File: config.mk
export PLATFORM = sky130hd
export DESIGN_NAME = packet_stream_arbiter_flat
export DESIGN_NICKNAME = d
export VERILOG_FILES = /design/src/rtl/packet_stream_arbiter_if.sv /design/src/rtl/packet_stream_arbiter.sv /design/src/flat_wrapper.sv
export SDC_FILE = /design/constraint.sdc
export NUM_CORES = 1
export LEC_CHECK = 0
export CAP_MARGIN = 20
export CORE_ASPECT_RATIO = 1.1
export CORE_MARGIN = 2
export CORE_UTILIZATION = 35
export CTS_BUF_LIST = sky130_fd_sc_hd__clkbuf_16
export DETAILED_ROUTE_END_ITERATION = 8
export PLACE_DENSITY = 0.75
export SLEW_MARGIN = 40
export SYNTH_ARGS = -nofsm -noshare
export SYNTH_HDL_FRONTEND = slang
export SYNTH_SLANG_ARGS = --single-unit
File: constraint.sdc
create_clock -name clock -period 2.5 [get_ports clock]
set_clock_uncertainty 0.15 [all_clocks]
set_input_delay 0.25 -clock clock [delete_from_list [all_inputs] [get_ports clock]]
set_output_delay 0.25 -clock clock [all_outputs]
set_load 0.05 [all_outputs]
File: src/rtl/packet_stream_arbiter_if.sv
// Bundled stream signals for packet_stream_arbiter: SIZE input lanes and one merged output.
// The master modport is the source/sink environment; slave is the arbiter itself.
interface packet_stream_arbiter_if #(
    parameter int unsigned SIZE  = 4,
    parameter int unsigned WIDTH = 8
);
    localparam int unsigned CW = (SIZE > 1) ? $clog2(SIZE) : 1;

    logic [SIZE-1:0]       input_valid;
    logic [SIZE-1:0]       input_last;
    logic [SIZE*WIDTH-1:0] input_data;
    logic [SIZE-1:0]       input_ready;
    logic                  output_valid;
    logic                  output_last;
    logic [WIDTH-1:0]      output_data;
    logic [CW-1:0]         output_channel;
    logic                  output_ready;

    modport master (
        output input_valid, input_last, input_data, output_ready,
        input  input_ready, output_valid, output_last, output_data, output_channel
    );

    modport slave (
        input  input_valid, input_last, input_data, output_ready,
        output input_ready, output_valid, output_last, output_data, output_channel
    );
endinterface

File: src/rtl/packet_stream_arbiter.sv
// Round-robin merge of SIZE valid/ready streams into one registered output stream,
// optionally holding the grant on a channel until its packet's last beat is accepted.
module packet_stream_arbiter #(
    parameter int unsigned SIZE           = 4,
    parameter int unsigned WIDTH          = 8,
    parameter bit          LOCK_ON_PACKET = 1'b1
) (
    input  logic                  clock,
    input  logic                  reset,
    packet_stream_arbiter_if.slave bus
);
    localparam int unsigned CW = (SIZE > 1) ? $clog2(SIZE) : 1;

    typedef enum logic {UNLOCKED, LOCKED} state_t;

    state_t           state;
    logic [CW-1:0]    pointer;
    logic [CW-1:0]    locked_channel;
    logic             out_valid;
    logic             out_last;
    logic [WIDTH-1:0] out_data;
    logic [CW-1:0]    out_channel;

    logic             load_enable;
    logic             sel_found;
    logic [CW-1:0]    sel_idx;
    logic             sel_last;
    logic [WIDTH-1:0] sel_data;
    logic [SIZE-1:0]  ready;
    logic             accept;
    logic [CW-1:0]    next_pointer;

    always_comb begin
        load_enable = !out_valid || bus.output_ready;
        sel_found   = 1'b0;
        sel_idx     = '0;
        if (state == LOCKED) begin
            // A locked channel owns the grant even while it has nothing to send.
            sel_found = 1'b1;
            sel_idx   = locked_channel;
        end else begin
            // Two ascending passes give the rotated scan pointer..SIZE-1, then 0..pointer-1.
            for (int unsigned i = 0; i < SIZE; i++) begin
                if (!sel_found && bus.input_valid[i] && (i >= 32'(pointer))) begin
                    sel_found = 1'b1;
                    sel_idx   = CW'(i);
                end
            end
            for (int unsigned i = 0; i < SIZE; i++) begin
                if (!sel_found && bus.input_valid[i] && (i < 32'(pointer))) begin
                    sel_found = 1'b1;
                    sel_idx   = CW'(i);
                end
            end
        end

        sel_last = 1'b0;
        sel_data = '0;
        ready    = '0;
        for (int unsigned i = 0; i < SIZE; i++) begin
            if (CW'(i) == sel_idx) begin
                sel_last = bus.input_last[i];
                sel_data = bus.input_data[i*WIDTH +: WIDTH];
                ready[i] = sel_found && load_enable && !reset;
            end
        end

        accept       = |(ready & bus.input_valid);
        next_pointer = (sel_idx == CW'(SIZE - 1)) ? '0 : CW'(sel_idx + 1'b1);
    end

    always_ff @(posedge clock) begin
        if (reset) begin
            state          <= UNLOCKED;
            pointer        <= '0;
            locked_channel <= '0;
            out_valid      <= 1'b0;
            out_last       <= 1'b0;
            out_data       <= '0;
            out_channel    <= '0;
        end else if (accept) begin
            out_valid   <= 1'b1;
            out_last    <= sel_last;
            out_data    <= sel_data;
            out_channel <= sel_idx;
            if (sel_last || !LOCK_ON_PACKET) begin
                state   <= UNLOCKED;
                pointer <= next_pointer;
            end else begin
                state          <= LOCKED;
                locked_channel <= sel_idx;
            end
        end else if (bus.output_ready) begin
            out_valid <= 1'b0;
        end
    end

    assign bus.input_ready    = ready;
    assign bus.output_valid   = out_valid;
    assign bus.output_last    = out_last;
    assign bus.output_data    = out_data;
    assign bus.output_channel = out_channel;
endmodule

File: src/flat_wrapper.sv
// flat-port wrapper written by rule: the top's interface ports become plain ports
module packet_stream_arbiter_flat 
#(
    parameter int unsigned SIZE           = 4,
    parameter int unsigned WIDTH          = 8,
    parameter bit          LOCK_ON_PACKET = 1'b1
)
  (clock, reset, bus_input_valid, bus_input_last, bus_input_data, bus_output_ready, bus_input_ready, bus_output_valid, bus_output_last, bus_output_data, bus_output_channel);
  packet_stream_arbiter_if #(.SIZE(SIZE), .WIDTH(WIDTH)) bus_i ();
  input  logic clock;
  input  logic reset;
  input wire logic [$bits(bus_i.input_valid)-1:0] bus_input_valid;
  input wire logic [$bits(bus_i.input_last)-1:0] bus_input_last;
  input wire logic [$bits(bus_i.input_data)-1:0] bus_input_data;
  input wire logic [$bits(bus_i.output_ready)-1:0] bus_output_ready;
  output wire logic [$bits(bus_i.input_ready)-1:0] bus_input_ready;
  output wire logic [$bits(bus_i.output_valid)-1:0] bus_output_valid;
  output wire logic [$bits(bus_i.output_last)-1:0] bus_output_last;
  output wire logic [$bits(bus_i.output_data)-1:0] bus_output_data;
  output wire logic [$bits(bus_i.output_channel)-1:0] bus_output_channel;
  assign bus_i.input_valid = bus_input_valid;
  assign bus_i.input_last = bus_input_last;
  assign bus_i.input_data = bus_input_data;
  assign bus_i.output_ready = bus_output_ready;
  assign bus_input_ready = bus_i.input_ready;
  assign bus_output_valid = bus_i.output_valid;
  assign bus_output_last = bus_i.output_last;
  assign bus_output_data = bus_i.output_data;
  assign bus_output_channel = bus_i.output_channel;
  packet_stream_arbiter #(.SIZE(SIZE), .WIDTH(WIDTH), .LOCK_ON_PACKET(LOCK_ON_PACKET)) u_core (.clock(clock), .reset(reset), .bus(bus_i));
endmodule
== Word-level counts from Yosys, hierarchy flattened ==
Cells that the tools add are included.
Word-level totals
  flip-flop bits (word level): 17
  bits of input ports: 43
  output and inout bits: 16
  logic and storage cells: 85
Operators by class
  add/subtract/negate cells: 1
  $lt $le $gt $ge: 6
  equality and inequality tests: 4
  muxes and demuxes: 37
  bitwise logic cells: 2
  reduce and logical (&&, ||, !) cells: 28
Operators by type and width (count)
  2-to-1 mux 8 bit: 4
  2-to-1 mux 1 bit: 26
  logical AND 1 bit: 14
  2-to-1 mux 2 bit: 7
  logical NOT 1 bit: 8
  bitwise AND 4 bit: 1
  == test 2 bit, first input constant: 2
  greater-or-equal comparator 1 x 2 -> 1 bit, first input constant: 2
  < comparator 1 x 2 -> 1 bit, first input constant: 2
  AND reduction 2 bit: 2
  OR reduction 4 bit: 1
  adder 2 x 1 -> 2 bit, second input constant: 1
  == test 1 x 2 -> 1 bit, first input constant: 1
  == test 2 bit, second input constant: 1
  greater-or-equal comparator 2 bit, first input constant: 1
  logical NOT 2 bit: 1
  < comparator 2 bit, first input constant: 1
  nonzero test 2 bit: 1
  logical OR 1 bit: 1
  inverter 1 bit: 1

== Logic depth before layout (Yosys ltp) ==
  depth in word-level cells: 40
  depth in mapped cells: 10
  mapped depth without buffers: 9

== Worst setup path before layout ==
OpenSTA, ideal clock, no wires.
  kind: register to register
  start point: reg u_core.state
  end point: reg u_core.pointer[1]
  library setup time: 121 ps
  data arrival time: 2414 ps
  required time: 2229 ps
  path slack: -185 ps
  cell stages (with the launch flop): 10
  buffers on the path: 1
  clock period less this slack: 2685 ps
  path through: dfxtp_1 nor2_1 nor4b_1 a211oi_1 ha_1 clkbuf_1 a21oi_1 a221oi_1 o211ai_1 mux2_2
On the way
  word-level cells in the longest chain between the ends: 7
  elaborated cells between the ends (all ways): 22
  classes of those cells: 1 x add/sub; 4 x eq/ne; 11 x mux; 1 x bitwise; 5 x reduce/logical
RTL lines
  from (decl): line packet_stream_arbiter.sv:16  | state_t state;
  from (signal assigned): line packet_stream_arbiter.sv:74  | state <= UNLOCKED;
  from (signal assigned): line packet_stream_arbiter.sv:87  | state <= UNLOCKED;
  from (signal assigned): line packet_stream_arbiter.sv:90  | state <= LOCKED;
  2-to-1 mux 2 bit or 2-to-1 mux 1 bit (tied branches): line packet_stream_arbiter.sv:37  | if (state == LOCKED) begin
  logical NOT 2 bit or logical AND 1 bit (tied branches): line packet_stream_arbiter.sv:61, packet_stream_arbiter.sv:64
  2-to-1 mux 1 bit or logical AND 1 bit (tied branches): line packet_stream_arbiter.sv:61, packet_stream_arbiter.sv:64
  2-to-1 mux 1 bit: line packet_stream_arbiter.sv:61  | if (CW'(i) == sel_idx) begin
  2-to-1 mux 1 bit or bitwise AND 4 bit (tied branches): line packet_stream_arbiter.sv:61, packet_stream_arbiter.sv:68
  2-to-1 mux 1 bit or OR reduction 4 bit (tied branches): line packet_stream_arbiter.sv:61, packet_stream_arbiter.sv:68
  AND reduction 2 bit (no line)
  to (signal assigned): line packet_stream_arbiter.sv:88  | pointer <= next_pointer;
  to (decl): line packet_stream_arbiter.sv:17  | logic [CW-1:0] pointer;
Parallel ways exist; a longest one is shown, timed or not.
A chain may end at the register's enable or synchronous reset.

== Worst setup path after layout ==
  start point: reg u_core.pointer[1]
  end point: out bus_input_ready[2]
On the way
  word-level cells in the longest chain between the ends: 36
  elaborated cells between the ends (all ways): 49
  classes of those cells: 6 x order compare; 1 x eq/ne; 22 x mux; 20 x reduce/logical
RTL lines
  greater-or-equal comparator 1 x 2 -> 1 bit: line packet_stream_arbiter.sv:44  | if (!sel_found && bus.input_valid[i] && (i >= 32'(pointer))) begin
  logical AND 1 bit: line packet_stream_arbiter.sv:44
  2-to-1 mux 1 bit: line packet_stream_arbiter.sv:44
  2-to-1 mux 1 bit: line packet_stream_arbiter.sv:37
  logical NOT 1 bit: line packet_stream_arbiter.sv:44
  logical AND 1 bit (2 in series): line packet_stream_arbiter.sv:44
  2-to-1 mux 1 bit: line packet_stream_arbiter.sv:44
  2-to-1 mux 1 bit: line packet_stream_arbiter.sv:37
  (+17 left out)
  2-to-1 mux 1 bit: line packet_stream_arbiter.sv:50  | if (!sel_found && bus.input_valid[i] && (i < 32'(pointer))) begin
  2-to-1 mux 1 bit: line packet_stream_arbiter.sv:37
  logical NOT 1 bit: line packet_stream_arbiter.sv:50
  logical AND 1 bit (2 in series): line packet_stream_arbiter.sv:50
  2-to-1 mux 1 bit: line packet_stream_arbiter.sv:50
  2-to-1 mux 1 bit: line packet_stream_arbiter.sv:37
  logical AND 1 bit (2 in series): line packet_stream_arbiter.sv:64  | ready[i] = sel_found && load_enable && !reset;
  2-to-1 mux 1 bit (*): line packet_stream_arbiter.sv:61
  to (decl): line flat_wrapper.sv:16  | output wire logic [$bits(bus_i.input_ready)-1:0] bus_input_ready;
Mark *: on every way between the ends. The rest lies on a longest branch, timed or not. The select of a mux whose other input is x is not followed.

==> out/qor.yml <==
synth:
  ys_async_sr_fraction_pct: 0
  yosysSeqAreaShare_pct: 30.09
  ys.flop_type: "dfxtp_1"
  synthDistinctLibCells: 34
  synth_area_um2: 1131
  synth_seq_cells: 17
  syn-num-nets: 187
  yosys_warnings: 0
  synth_cells: 140
  synth_edf_count: 0
  syn_area_per_cell_um2: 8.079
drt:
  drt_iter0_drc: 38
  drtPass1Iterations: 4
  dr_total_vias: 1444
  drt-total-wl_mm: 4.297
  routedWlPerCell_um: 16.72
  via_per_inst: 5.619
  postRouteAntennaNets: 0
  drc: 0
finish:
  final_common_cell: "clkdlybuf4s50_1"
  nets: 271
  layout-drive-gt1-share_pct: 33.18
  fin_util_pct: 73.26
  areaGrowthSynthToFinish_pct: 99.12
  mostFrequentLayoutCells: "clkdlybuf4s50_1 (50), buf_4 (28), a21oi_1 (18)"
  diodes: 0
  fillers: 210
timing:
  clock.fmax_mhz: 402.2
  tightest_slew_ps: 513.8
  slew_headroom_pct: 65.64
  period_share_pct: 99.45
  period_minus_slack_ps: 2486
  setup_viol: 0
  slew_viol_final: 0
  rsz0062_at_grt: "true"
  hold_viol_final: 0
  timing.setup.tns_ps: 0
floorplanning:
  die_area_um2: 3703
  die-width_um: 58.20
  io_pins: 59
  rows: 21
  start_util_pct: 36.79
  core_um2: 3074
  die_h_um: 63.62
power:
  power_density_nw_per_um2: 1436
  p_leak_uw: 0.0009401
  power.total_uw: 3235
  ir_drop_mv: 1.102
critical_path:
  startpoint: "u_core.pointer[1]"
  slowest_stage: "dfxtp_4"
  worstPathRequired_ps: 2100
  cp_slowest_stage_delay_ps: 370
  timing.rr.start: "u_core.pointer[1]"
  critPathKind: "reg -> out"
  worst_ep_arrival_time_ps: 2090
  path_cells: "nor2_2, nor4b_2, a211oi_2, ha_2, buf_4, buf_4, and2_2, buf_12"
  endpoint_kind: "output port"
  cp_max_fo: 17
  cp-start-kind: "register"
  path_common_cell: "buf_4"
cts:
  cts_root_buf: "clkbuf_16"
  cts_sinks: 17
  cts.path.max_buffers: 2
  insertion_delay_ps: 250
  cts_buffers: 3
  path_clk_slew_ps: 50
  cts_tree: "yes"
  cts-htree-levels: 1
place:
  dp_hpwl_mm: 3.038
  place_congestion: 0.9178
  portBuffers: 58
global_route:
  grt_pass1_wl_mm: 6.762
  grt_usage_pct: 23.56
  antenna_found_initial: 0
  grt_max_degree: 18
  grt_pass1_vias: 1468
  overflow: 0
min_path:
  hp-class: "reg -> reg"
  hold_start: "u_core.locked_channel[0]"
run:
  max_cap_viol_count: 0
status:
  status: "finished, final reports clean"
cell families after synthesis:
| logic type | count (synthesis) | synth area share, % |
|---|---|---|
| compound gates | 63 | 39.71 |
| fa+ha+maj | 4 | 4.425 |
| buf+inv | 22 | 7.411 |
| flops | 17 | 30.09 |
| mux | 3 | 2.765 |
| simple gates | 31 | 15.60 |
layout make-up:
type	count	area, um2	share of cell area, %
multi-input cells	101	882.1	39.17
repair buffers	88	849.6	37.72
flip-flops and latches	17	349.1	15.50
clock buffers	3	75.07	3.333
inverters	13	48.80	2.167
well taps	34	42.54	1.889
clock inverters	1	5.005	0.2222
power breakdown:
group	switching [uW]	internal, uW
Sequential	97.6	400
Clock	108	214
Combinational	1300	1120
synth_stat cells (4+ instances only):
library cell   n  area [um2]
nor2_1         5       18.77
nor2b_1        7       43.79
dfxtp_1       17       340.3
and2_1         5       31.28
nand2_1        6       22.52
inv_1         13       48.80
a21oi_1       21       105.1
ha_1           4       50.05
a221o_1        8       80.08
a22oi_1       10       75.07
a211oi_1      10       75.07
clkbuf_1       8       30.03
registers in the layout (all words and copies together), names as in the netlist:
signal	count
u_core.bus.output_data	8
u_core.pointer	2
u_core.bus.output_last	1
u_core.bus.output_channel	2
u_core.locked_channel	2
u_core.state	1
u_core.bus.output_valid	1
worst max-delay path, delay by kind of cell, from the launching register on:
family / cells / cell delay [ps]
compound gates: 1 / 330
flops: 1 / 370
simple gates: 3 / 390
fa+ha+maj: 1 / 290
buf+inv: 3 / 440
timing repair:
| action | 4_1_cts | 5_1_grt |
|---|---|---|
| pin swaps | 5 | 7 |
| hold buffers | 0 | 0 |
| gates resized for setup | 26 | 27 |
| buffers inserted | 2 | 6 |
| hold endpoints to repair | 0 | 0 |
| setup endpoints to repair | 21 | 18 |
path summary, 6_finish.rpt:
kind                               to  slack (ps)  cells after the start
max                bus_input_ready[2]          10                      8
min          u_core.locked_channel[0]         330                      2
max reg2reg  u_core.locked_channel[1]          40                      9
min reg2reg  u_core.locked_channel[0]         330                      2
layer usage:
metal  vias up  wire [um]  track usage [%]
li1        691          -                -
met1       683       1834            29.25
met2        62       2169            40.63
met3         8        233            3.901
met4         0         60            7.558
met5         -          0                0
through the flow:
| step | setup slack, ps | cell area [um2] | hold WS, ps | cells |
|---|---|---|---|---|
| after CTS | 15.01 | 2110 | 330.0 | 251 |
| final | 13.68 | 2252 | 332.3 | 257 |
| after global placement | -577.1 | 1939 | 323.9 | 245 |
| after global routing | -76.83 | 2252 | 356.2 | 257 |
| after detailed placement | -652.3 | 1939 | 321.6 | 245 |
| after floorplan | 3.050 | 1146 | 172.8 | 140 |
No activity file was read; power rests on OpenSTA's default activity.
